$ cat src/rtl/clk_div_ctrl.sv
// clk_div_ctrl: run-time controller for a counter-based clock divider with handshake-loaded
// terminal count and glitch-free stop. Define CLKDIV_BURST_EN to add fixed-length burst mode.
module clk_div_ctrl #(
  parameter int CNT_W        = 25,
  parameter int DEFAULT_HALF = 24999999,
  parameter int MIN_HALF     = 1
) (
  input  logic             clk_50mhz,
  input  logic             rst_n,
  input  logic             cfg_valid,
  input  logic [CNT_W-1:0] cfg_half,
  output logic             cfg_ready,
  output logic             cfg_err,
  input  logic             start,
  input  logic             stop,
`ifdef CLKDIV_BURST_EN
  input  logic [15:0]      burst_len,
  output logic             done,
`endif
  output logic             clk_out,
  output logic             tick,
  output logic             busy,
  output logic [1:0]       state
);

  typedef enum logic [1:0] {
    IDLE     = 2'd0,
    RUN      = 2'd1,
    STOPPING = 2'd2
  } state_t;

  state_t           state_reg;
  logic [CNT_W-1:0] count_reg;
  logic [CNT_W-1:0] half_reg;
  logic             clk_out_reg;
  logic             tick_reg;
  logic             cfg_err_reg;

  logic             at_terminal;
  logic             cfg_accept;
  logic             cfg_legal;

`ifdef CLKDIV_BURST_EN
  logic [15:0]      burst_len_reg;
  logic [15:0]      rise_cnt_reg;
  logic             done_reg;
  logic             burst_end;
`endif

  assign at_terminal = (count_reg == half_reg);
  assign cfg_accept  = cfg_valid && (state_reg == IDLE);
  assign cfg_legal   = (cfg_half >= CNT_W'(MIN_HALF));

`ifdef CLKDIV_BURST_EN
  // Burst is over once the programmed number of rising edges has been produced.
  assign burst_end = (burst_len_reg != 16'd0) && (rise_cnt_reg == burst_len_reg);
`endif

  always_ff @(posedge clk_50mhz or negedge rst_n) begin
    if (!rst_n) begin
      state_reg     <= IDLE;
      count_reg     <= '0;
      half_reg      <= CNT_W'(DEFAULT_HALF);
      clk_out_reg   <= 1'b0;
      tick_reg      <= 1'b0;
      cfg_err_reg   <= 1'b0;
`ifdef CLKDIV_BURST_EN
      burst_len_reg <= 16'd0;
      rise_cnt_reg  <= 16'd0;
      done_reg      <= 1'b0;
`endif
    end else begin
      tick_reg    <= 1'b0;
      cfg_err_reg <= 1'b0;
`ifdef CLKDIV_BURST_EN
      done_reg    <= 1'b0;
`endif

      if (cfg_accept) begin
        if (cfg_legal) begin
          half_reg <= cfg_half;
        end else begin
          cfg_err_reg <= 1'b1;
        end
      end

      case (state_reg)
        IDLE: begin
          count_reg   <= '0;
          clk_out_reg <= 1'b0;
          if (start) begin
            state_reg     <= RUN;
`ifdef CLKDIV_BURST_EN
            burst_len_reg <= burst_len;
            rise_cnt_reg  <= 16'd0;
`endif
          end
        end

        RUN: begin
          if (stop && !clk_out_reg) begin
            // Low phase: halting now cannot shorten a high pulse.
            state_reg <= IDLE;
            count_reg <= '0;
          end else if (at_terminal) begin
            count_reg   <= '0;
            clk_out_reg <= ~clk_out_reg;
            if (!clk_out_reg) begin
              tick_reg <= 1'b1;
`ifdef CLKDIV_BURST_EN
              if (burst_len_reg != 16'd0) begin
                rise_cnt_reg <= rise_cnt_reg + 16'd1;
              end
`endif
            end else if (stop) begin
              state_reg <= IDLE;
`ifdef CLKDIV_BURST_EN
            end else if (burst_end) begin
              state_reg <= IDLE;
              done_reg  <= 1'b1;
`endif
            end
          end else begin
            count_reg <= count_reg + CNT_W'(1);
            if (stop) begin
              state_reg <= STOPPING;
            end
          end
        end

        STOPPING: begin
          // Finish the current high phase, then park low.
          if (at_terminal) begin
            count_reg   <= '0;
            clk_out_reg <= 1'b0;
            state_reg   <= IDLE;
          end else begin
            count_reg <= count_reg + CNT_W'(1);
          end
        end

        default: begin
          state_reg   <= IDLE;
          count_reg   <= '0;
          clk_out_reg <= 1'b0;
        end
      endcase
    end
  end

  assign cfg_ready = (state_reg == IDLE);
  assign busy      = (state_reg != IDLE);
  assign state     = state_reg;
  assign clk_out   = clk_out_reg;
  assign tick      = tick_reg;
  assign cfg_err   = cfg_err_reg;
`ifdef CLKDIV_BURST_EN
  assign done      = done_reg;
`endif

endmodule

$ cat config.mk
export PLATFORM = sky130hd
export DESIGN_NAME = clk_div_ctrl
export DESIGN_NICKNAME = d
export VERILOG_FILES = /design/src/rtl/clk_div_ctrl.sv
export SDC_FILE = /design/constraint.sdc
export NUM_CORES = 1
export LEC_CHECK = 0
export CELL_PAD_IN_SITES_DETAIL_PLACEMENT = 0
export CELL_PAD_IN_SITES_GLOBAL_PLACEMENT = 1
export CORE_UTILIZATION = 44
export DETAILED_ROUTE_END_ITERATION = 16
export PLACE_DENSITY = 0.87
export SYNTH_ARGS = -nofsm -noshare
export SYNTH_HDL_FRONTEND = slang
export SYNTH_SLANG_ARGS = --single-unit
export TNS_END_PERCENT = 5
$ cat constraint.sdc
create_clock -name clk_50mhz -period 2.2 [get_ports clk_50mhz]
set_input_delay 0.44 -clock clk_50mhz [delete_from_list [all_inputs] [get_ports clk_50mhz]]
set_output_delay 0.44 -clock clk_50mhz [all_outputs]
set_load 0.005 [all_outputs]
After elaboration in Yosys (flattened, before gate mapping)
Index checks and enable logic that the tools add are counted.

Reduce and logical (&&, ||, !) cells: 8. Multiplexer cells: 21. Add/sub/neg operators: 1. Bitwise logic cells: 1. Magnitude comparators: 1. Equal/unequal tests: 10.

Operators with widths (count): 2-to-1 mux 25 bit (2); case mux 25 bit (2 select lines) (1); adder 25 x 1 -> 25 bit (second input constant) (1); equality test 25 bit (1); greater-or-equal comparator 25 x 1 -> 1 bit (second input constant) (1); 2-to-1 mux 2 bit (7); inequality test 4 bit (second input constant) (3); 2-to-1 mux 1 bit (9); inequality test 2 bit (second input constant) (3); case mux 2 bit (3 select lines) (1); AND reduction 5 bit (1); AND reduction 3 bit (1); equality test 2 x 1 -> 1 bit (second input constant) (1); equality test 2 bit (second input constant) (1); logical AND 1 bit (2); zero test 2 bit (1); inequality test 2 x 1 -> 1 bit (second input constant) (1); case mux 1 bit (2 select lines) (1); AND reduction 2 bit (1); nonzero test 2 bit (1); zero test 1 bit (1); inverter 1 bit (1).

Logic and storage cells: 48. Input bits: 30. Register bits: 55. Output and inout port bits: 7.

Depth between registers and ports, before layout
Word-level depth: 5. Depth in mapped cells: 7. Gate-level depth less buffers: 7.

Least setup slack after synthesis
OpenSTA, ideal clock, no wires.

Path kind: input to register. From: input port cfg_half[7]. To: register half_reg[10]. Path buffers: 1. Setup time: 128 ps. Setup slack: 392 ps. Arrival: 1680 ps. Stages on the path: 5. Required time: 2072 ps. Path through: nor4_1 > nand4_1 > o21bai_2 > buf_4 > mux2_1.

Longest elaborated chain between the ends: 2.

RTL lines: start: declaration (line 11) `input logic [CNT_W-1:0] cfg_half,`; greater-or-equal comparator 25 x 1 -> 1 bit (line 52) `assign cfg_legal = (cfg_half >= CNT_W'(MIN_HALF));`; AND reduction 2 bit (no line); end signal: assignment (line 63) `half_reg <= CNT_W'(DEFAULT_HALF);`; end signal: assignment (line 81) `half_reg <= cfg_half;`; end: declaration (line 34) `logic [CNT_W-1:0] half_reg;`.

Every way passes these cells. A chain may end at the register's enable or synchronous reset.

Final worst setup path
From: register state_reg[0] (netlist: state[0]). To: output port busy.

Longest elaborated chain between the ends: 1.

RTL lines: start: declaration (line 32) `state_t state_reg;`; start signal: assignment (line 61) `state_reg <= IDLE;`; start signal: assignment (line 92) `state_reg <= RUN;`; start signal: assignment (line 103) `state_reg <= IDLE;`; nonzero test 2 bit (line 152) `assign busy = (state_reg != IDLE);`; end: declaration (line 22) `output logic busy,`.

Every way passes these cells.

==> impl_metrics.toml <==
[finish]
utilization_pct = 55.8
antenna_cells = 0
fin_nets = 322
synthToLayoutAreaGrowth_pct = 20.8
fillCellCount = 548
layout-drive-gt1-share_pct = 13.8

[setup_path]
cp_common_cell = "inv_1"
worstPathRequired_ns = 1.76
crit_type = "reg -> out"
path_cells = "inv_1 -> ha_1 -> inv_1 -> clkdlybuf4s50_1"
critPathMaxStageDelay_ns = 0.51
crit_path_start_kind = "flop"
arrival_ns = 1.64
crit_fanout = 4
reg2reg_slack_ns = 0.25
slowest_stage = "clkdlybuf4s50_1"
end_kind = "output port"

[cts]
clk_pin_slew_ns = 0.09
clockBufferDepth = 2
cts_root_buffer = "clkbuf_8"
htree_levels = 2
clkSinkCount = 55
cts_hold_buf = 0
cts_inserted_buffers = 5
clk_latency_ns = 0.31
cts_tree = "done"
post_cts_buffers = 0
cts_resized = 0

[synthesis]
synth_area_leaders = "dfrtp_1 (34%), dfstp_2 (16%), xor2_1 (14%)"
syn_area_um2 = 2790
ys_ff_latch = 55
synthTopCellsByCount = "xor2_1 (44), dfrtp_1 (38), nor2_1 (29)"
yosys_warnings = 0
synth_ff_type = "dfrtp_1"
synth_nets = 276
synth_largest_area_cell = "dfrtp_1"
synth_most_common_cell = "xor2_1"
async_flop_share_pct = 100
synthMuxAreaShare_pct = 10.1
syn_area_per_cell_um2 = 11.5
synth_fa_ha_area_share_pct = 1.80
synthXorXnorAreaFrac_pct = 15.1
yosysUniqueCellTypes = 35
yosysSeqAreaShare_pct = 50.2
synth_top_family_by_area = "simple AND/OR/NAND/NOR gates"
synth_edf_count = 0
yosysTopAreaCellShare_pct = 34.1
synth-simple-area-share_pct = 17.3
netlist_instances = 242
synth-compound-area-share_pct = 3.37

[die]
fp.dieH_um = 81.6
core_um2 = 6030
fp.dieArea_um2 = 6650
placementRows = 28
die_w_um = 81.6
ioPinCount = 37
start_util_pct = 46.2

[route]
post-route-drc-count = 0
ant_nets = 0
vias = 1943
wl_per_cell_um = 16.3
vias_per_cell = 5.34
drt_first_pass_iters = 4
first_iter_violations = 139
drt-total-wl_um = 5940

[timing]
worst_slew_pin_slew_ns = 0.690
rsz0062_at_grt = "no"
setup_viol = 0
skew_ns = 0.00297
max_freq_ghz = 0.480
report.final.slew_viol_count = 0
finalCritPeriodShare_pct = 94.7
hold_viol = 0
hold_slack_ns = 0.242
relSlewSlack_pct = 54.0
post-route-min-period_ns = 2.08

[global_route]
grt_overflow_total = 0
grt_pass1_wl_um = 10100
grt_pass1_vias = 2005
grt_max_degree = 56
antenna_found_initial = 0
grt_util_all_layers_pct = 20.8

[min_path]
min_path_type = "in -> async"

[pwr]
power_per_cell_area_nw_per_um2 = 931
power_leakage_uw = 0.00143
vdd_drop_max_uv = 565

[placement]
io_buffer_count = 36
gp_congestion = 0.784
dp.final_hpwl_um = 4430

[status]
status = "completed"

[flow_run]
drv_cap = 0
## through the flow
stage | power (uW) | area [um2] | setup slack (ns) | TNS, ns | cells
global route | 3320 | 3360 | 0.00391 | 0 | 364
global placement | 2590 | 3280 | -0.176 | -3.54 | 356
floorplan | 2190 | 2790 | 0.392 | 0 | 242
CTS | 3170 | 3360 | 0.0984 | 0 | 364
detailed placement | 2620 | 3280 | -0.204 | -3.86 | 356
finish | 3130 | 3360 | 0.116 | 0 | 364
## cells by family (layout without fill, tap and decap cells)
logic type	after synthesis	after routing
AO/OA/AOI/OAI	12	12
XOR/XNOR	48	48
adder cells (fa/ha/maj)	4	4
buffers and inverters	10	57
flip-flops	55	55
multiplexers	25	25
AND/OR/NAND/NOR	88	88
## final cells by class
class                   count  area [um2]  share of cell area (%)
clock buffers               7        76.3                    2.27
well taps                  75        93.8                    2.79
clock inverters             1        5.00                   0.149
multi-input cells         177        1330                    39.5
repair buffers             45         448                    13.3
flip-flops and latches     55        1400                    41.6
inverters                   4        15.0                   0.446
## report_power, final
part	switching, uW	total, uW	leakage (uW)	internal [uW]
Combinational	463	975	0.000702	512
Clock	320	544	0.0000422	225
Sequential	221	1610	0.000689	1390
## critical path, delay by kind of cell, from the launching register on
kind | cells | cell delay [ns]
buffers and inverters | 3 | 0.70
adders and majority gates | 1 | 0.23
DFF | 1 | 0.41
## routing by layer
metal,GRT usage [%],up-vias,share of wire (%)
li1,-,930,-
met1,27.4,960,45
met2,34.4,45,49
met3,4.00,8,4.4
met4,6.96,0,1.6
met5,0,-,0
## cells in the final DEF (no fill, tap or decap), types with 2 or more instances in the layout
cell type,instances
xor2_1,44
nor3_1,4
and3_1,5
or2_1,2
mux2_1,25
nand3_1,13
dfrtp_1,38
clkbuf_1,2
clkbuf_8,5
buf_12,2
ha_1,4
o21ai_0,3
nand2_1,8
nor4_1,9
nor2_1,29
nand2b_1,2
xnor2_1,4
clkdlybuf4s50_1,35
and4_1,3
buf_4,7
nand4_1,7
inv_1,4
dfstp_2,17
o21a_1,2
## final timing paths
check	start	end	depth (start not counted)
worst min-delay path	rst_n	half_reg[8]$_DFFE_PN0P_	2
worst max-delay path	state[0]$_DFFE_PN0P_	busy	4
max in group asynchronous	rst_n	count_reg[3]$_DFF_PN0_	2
worst min register to register	half_reg[8]$_DFFE_PN0P_	half_reg[8]$_DFFE_PN0P_	1
worst max register to register	half_reg[19]$_DFFE_PN1P_	tick$_DFF_PN0_	5
min in group clk_50mhz	half_reg[8]$_DFFE_PN0P_	half_reg[8]$_DFFE_PN0P_	1
No activity file was read; power rests on OpenSTA's default activity.
